`src/rtl/matrix_mult_seq.sv`:
```
// Sequential N x N matrix multiplier with optional accumulate onto the previous result.
// One MAC lane per output column; each row takes N cycles, so a full result takes N*N cycles.
module matrix_mult_seq #(
    parameter int unsigned  N      = 3,
    parameter int unsigned  DW     = 8,
    parameter int unsigned  SIGNED = 0,
    localparam int unsigned AW     = 2 * DW + $clog2(N)
) (
    input  logic                clk,
    input  logic                rst_n,
    input  logic                in_valid,
    output logic                in_ready,
    input  logic                acc_mode,
    input  logic [N*N*DW-1:0]   A_flat,
    input  logic [N*N*DW-1:0]   B_flat,
    output logic                out_valid,
    input  logic                out_ready,
    output logic [N*N*AW-1:0]   C_flat,
    output logic                busy
);

    localparam int unsigned CW = $clog2(N);

    typedef enum logic [1:0] {
        IDLE    = 2'd0,
        COMPUTE = 2'd1,
        DONE    = 2'd2
    } state_t;

    state_t         state_q, state_d;
    logic           in_ready_d, busy_d, out_valid_d;
    logic           accept_c, row_end_c, last_row_c;
    logic [CW-1:0]  i_q, k_q, i_nxt_c;
    logic           acc_mode_q;

    logic [DW-1:0]  a_m   [N][N];
    logic [DW-1:0]  b_m   [N][N];
    logic [AW-1:0]  c_m   [N][N];
    logic [AW-1:0]  acc_q [N];
    logic [AW-1:0]  sum_c [N];

    // Widen an operand to the result width, honouring the operand signedness.
    function automatic logic [AW-1:0] ext(input logic [DW-1:0] x);
        logic sx;
        sx = (SIGNED != 0) ? x[DW-1] : 1'b0;
        return {{(AW-DW){sx}}, x};
    endfunction

    assign row_end_c  = (k_q == CW'(N - 1));
    assign last_row_c = (i_q == CW'(N - 1));
    assign i_nxt_c    = last_row_c ? '0 : i_q + CW'(1);

    // One MAC per output column for the current (i, k) step.
    always_comb begin
        for (int unsigned j = 0; j < N; j++) begin
            sum_c[j] = '0;
        end
        for (int unsigned j = 0; j < N; j++) begin
            sum_c[j] = acc_q[j] + ext(a_m[i_q][k_q]) * ext(b_m[k_q][j]);
        end
    end

    // State register and registered handshake/status outputs.
    always_ff @(posedge clk or negedge rst_n) begin
        if (!rst_n) begin
            state_q   <= IDLE;
            in_ready  <= 1'b1;
            busy      <= 1'b0;
            out_valid <= 1'b0;
        end else begin
            state_q   <= state_d;
            in_ready  <= in_ready_d;
            busy      <= busy_d;
            out_valid <= out_valid_d;
        end
    end

    // Next-state and next-output decode.
    always_comb begin
        state_d     = state_q;
        in_ready_d  = 1'b0;
        busy_d      = 1'b0;
        out_valid_d = 1'b0;
        accept_c    = 1'b0;
        case (state_q)
            IDLE: begin
                in_ready_d = 1'b1;
                if (in_valid && in_ready) begin
                    accept_c   = 1'b1;
                    state_d    = COMPUTE;
                    in_ready_d = 1'b0;
                    busy_d     = 1'b1;
                end
            end
            COMPUTE: begin
                busy_d = 1'b1;
                if (row_end_c && last_row_c) begin
                    state_d     = DONE;
                    busy_d      = 1'b0;
                    out_valid_d = 1'b1;
                end
            end
            DONE: begin
                out_valid_d = 1'b1;
                if (out_valid && out_ready) begin
                    state_d     = IDLE;
                    out_valid_d = 1'b0;
                    in_ready_d  = 1'b1;
                end
            end
            default: begin
                state_d    = IDLE;
                in_ready_d = 1'b1;
            end
        endcase
    end

    // Operand capture, loop counters, lane accumulators and the result matrix.
    always_ff @(posedge clk or negedge rst_n) begin
        if (!rst_n) begin
            i_q        <= '0;
            k_q        <= '0;
            acc_mode_q <= 1'b0;
            for (int unsigned r = 0; r < N; r++) begin
                acc_q[r] <= '0;
                for (int unsigned c = 0; c < N; c++) begin
                    a_m[r][c] <= '0;
                    b_m[r][c] <= '0;
                    c_m[r][c] <= '0;
                end
            end
        end else if (accept_c) begin
            acc_mode_q <= acc_mode;
            i_q        <= '0;
            k_q        <= '0;
            for (int unsigned r = 0; r < N; r++) begin
                acc_q[r] <= acc_mode ? c_m[0][r] : '0;
                for (int unsigned c = 0; c < N; c++) begin
                    a_m[r][c] <= A_flat[(r*N+c)*DW +: DW];
                    b_m[r][c] <= B_flat[(r*N+c)*DW +: DW];
                end
            end
        end else if (state_q == COMPUTE) begin
            if (row_end_c) begin
                // Row complete: commit it and seed the lanes for the next row.
                for (int unsigned j = 0; j < N; j++) begin
                    c_m[i_q][j] <= sum_c[j];
                    acc_q[j]    <= (acc_mode_q && !last_row_c) ? c_m[i_nxt_c][j] : '0;
                end
                k_q <= '0;
                i_q <= i_nxt_c;
            end else begin
                for (int unsigned j = 0; j < N; j++) begin
                    acc_q[j] <= sum_c[j];
                end
                k_q <= k_q + CW'(1);
            end
        end
    end

    for (genvar r = 0; r < N; r++) begin : g_row
        for (genvar c = 0; c < N; c++) begin : g_col
            assign C_flat[(r*N+c)*AW +: AW] = c_m[r][c];
        end
    end

endmodule

```
`config.mk`:
```
export PLATFORM = sky130hd
export DESIGN_NAME = matrix_mult_seq
export DESIGN_NICKNAME = d
export VERILOG_FILES = /design/src/rtl/matrix_mult_seq.sv
export SDC_FILE = /design/constraint.sdc
export NUM_CORES = 1
export LEC_CHECK = 0
export ABC_AREA = 1
export BUFFER_PORTS_ARGS = -buffer_cell sky130_fd_sc_hd__buf_2
export CORE_ASPECT_RATIO = 1.25
export CORE_UTILIZATION = 40
export CTS_CLUSTER_DIAMETER = 60
export DETAILED_ROUTE_END_ITERATION = 8
export PLACE_DENSITY = 0.63
export SYNTH_ARGS = -nofsm -noshare
export SYNTH_HDL_FRONTEND = slang
export SYNTH_SLANG_ARGS = --single-unit
```
`constraint.sdc`:
```
create_clock -name clk -period 5.65 [get_ports clk]
set_clock_uncertainty 0.2 [all_clocks]
set_input_delay 0.565 -clock clk [delete_from_list [all_inputs] [get_ports clk]]
set_output_delay 0.565 -clock clk [all_outputs]
set_load 0.01 [all_outputs]
```
==> summary.txt <==
Synthesis
  • Netlist cell types: 33
  • Top FF cell, synth: dfrtp_1
  • Top cells by count, synth: nand2_1, inv_1, dfrtp_1, fa_1, o21ai_0
  • Area leader, netlist: dfrtp_1
  • Sequential area share after synthesis: 37.0%
  • Syn avg cell area: 7.43 sq um
  • Post-Synthesis Cells: 3369
  • Flops & latches, synth: 370
  • Mapped Nets: 3792
  • Share of the synthesized area in the top cell type: 36.9%
  • Post-synth EDFFs: 0
  • Top-count cell post-synth: nand2_1
  • Top post-synthesis cells by area: dfrtp_1, nand2_1, fa_1, inv_1, ha_1
  • Fraction of registers with async set/reset: 100%
  • Cell Area, Synth: 25000 sq um
  • Yosys warning count: 0

Critical path
  • R2R depth: 26
  • CP arrival: 5590 ps
  • R2R Setup Slk: 330 ps
  • Worst EP required: 5920 ps
  • Worst-path fanout max: 24
  • CP Class: reg -> reg
  • Critical Path Start: i_q[1]
  • Critical R2R Launch: i_q[1]
  • Worst Setup EP: C_flat[121]
  • Worst reg2reg path endpoint: C_flat[121]
  • CP Capture Type: register
  • Startpoint Class: register

Cells and area
  • Nets@finish: 4230
  • Design area: 30800 sq um
  • Share of cells above drive strength 1: 13.4%
  • Synth-to-Final Area Change: 22.9%
  • FF/Latch Area: 9260 sq um
  • Multi-input gate area: 13200 sq um
  • FILL cells: 5942

Global routing
  • Vias in the first global route: 23000
  • Antenna violations before repair: 2
  • Largest net degree at the start of global routing: 136
  • GRT overflow: 0
  • Tot GR Track Use: 26.8%
  • First-pass GRT wire length: 130000 um

Die
  • Die height: 282 um
  • Top Ports: 314
  • Die X: 226 um
  • Initial Util: 40.5%
  • Core ar.: 61900 sq um
  • Die ar.: 63600 sq um
  • FP Rows: 102

Place
  • Gpl congestion: 0.920
  • Port bufs: 313
  • Dpl cell area: 27900 sq um
  • Dpl ws: 148 ps
  • Final HPWL DP: 59500 um

Timing
  • Max Clk Rate: 188 MHz
  • Final min period: 5320 ps
  • Worst-margin pin slew: 1160 ps
  • Max Slew Vio Count: 0
  • Slack of the critical path: 326 ps
  • Period utilisation layout: 94.2%
  • RSZ-0062 raised after global routing: true
  • Hold Vio Cnt, Final: 0
  • Final setup fails: 0
  • Max-Slew Margin vs Limit: 23.0%

Clock tree
  • Num CTS Buffers: 44
  • Clock slew at reported path FFs: 60 ps
  • Clk_lat worst skew: 590 ps
  • Htree depth: 2
  • Root Driver: clkbuf_16
  • CTS tree: built
  • Num Clock Sinks: 370
  • Max Root-Sink Buffers: 3

Route
  • DR DRC count: 0
  • Via count: 22800
  • Vias/cell: 4.87
  • DRT iter0 DRCs: 1498
  • Wire per inst: 17.9 um
  • First-pass DRT Iterations: 5
  • Antenna-violating nets left: 0
  • DRT Wirelength: 83900 um

Worst hold path
  • Min-delay worst type: in -> reg
  • Hold-critical path depth: 3

Run status
  • Status: completed

Flow run
  • Max Cap Viol: 0
-- repair_timing --
action,CTS,global route
setup buffers,0,0
hold endpoints to repair,162,0
gates resized for setup,0,23
hold buffers,131,0
setup endpoints to repair,0,89
-- kinds of logic (layout without fill, tap and decap cells) --
logic type	count (synthesis)	after routing	share of synthesized area, %
simple gates	1663	1663	26.0
buf+inv	708	1181	11.0
flops	370	370	37.0
compound gates	330	330	7.04
fa+ha+maj	274	274	18.2
xor+xnor	24	24	0.839
other cells	0	1	0
-- worst min path at each step --
stage,slack (ps),end,from
final,20,b_m[40],B_flat[24]
after global routing,20,b_m[48],B_flat[16]
after CTS,3,b_m[48],B_flat[16]
after detailed placement,260,b_m[50],b_m[50]
after global placement,260,b_m[50],b_m[50]
after floorplan,70,C_flat[0],rst_n
-- stage by stage --
| step | cells | TNS [ps] | util, % | hold WS (ps) |
|---|---|---|---|---|
| finish | 4675 | 0 | 49.7 | 24.6 |
| global route | 4675 | -88.8 | 49.7 | 24.2 |
| floorplan | 3369 | 0 | - | 69.4 |
| CTS | 4674 | 0 | 49.6 | 3.01 |
| global placement | 4462 | 0 | 45.1 | 260 |
| detailed placement | 4462 | 0 | 45.1 | 260 |
-- flip-flops by register name, summed over array words and instances (netlist names) --
name,cells
in_ready,1
a_m,72
acc_q,54
state_q,2
k_q,2
C_flat,162
out_valid,1
b_m,72
acc_mode_q,1
i_q,2
busy,1
-- layout make-up --
cell class	instances	share of cell area (%)
Inverter	575	7.05
Timing Repair Buffer	525	12.0
Clock inverter	19	0.610
Antenna cell	1	0.00813
Tap cell	832	3.38
Clock buffer	62	4.16
Sequential cell	370	30.1
Multi-Input combinational cell	2291	42.7
-- routing by layer --
layer	vias to the layer above	track usage (%)	part of all wire, %
met3	188	4.40	5.9
met5	-	0	0
met2	756	46.1	49
li1	11000	-	-
met1	10900	32.2	39
met4	0	13.8	5.3
-- worst max-delay path: stages, from the launching register on --
cell	delay [ps]
dfrtp_1	410
inv_1	110
nand2_2	80
inv_4	120
buf_12	170
a22oi_1	90
nand2_1	70
nand2_1	50
nand3_2	90
buf_12	180
nand2_1	90
fa_1	510
inv_1	60
fa_1	510
inv_1	60
fa_1	480
fa_1	490
inv_1	40
ha_1	320
or2_2	310
nand3_1	80
nand2_1	100
nand2_1	100
nand3b_1	90
and2_1	230
nand2_1	90
nand2_1	60
-- cells in the final DEF, fill, tap and decap left out, drive strengths merged --
cell,count
nand2,1446
inv,580
buf,394
dfrtp,369
o21ai,166
fa,150
dlygate4sd3,131
ha,124
a21oi,119
nor2,99
nand3,85
clkbuf,62
a22oi,36
xor2,19
and2,17
nand4,7
clkinv,7
clkinvlp,6
nand3b,5
xnor2,5
a31oi,5
or2,4
a21boi,2
diode,1
a311o,1
o22ai,1
bufinv,1
dfstp,1
Power is not shown: default switching activity piles up to over one toggle a cycle in this logic, so the estimate is an artifact.
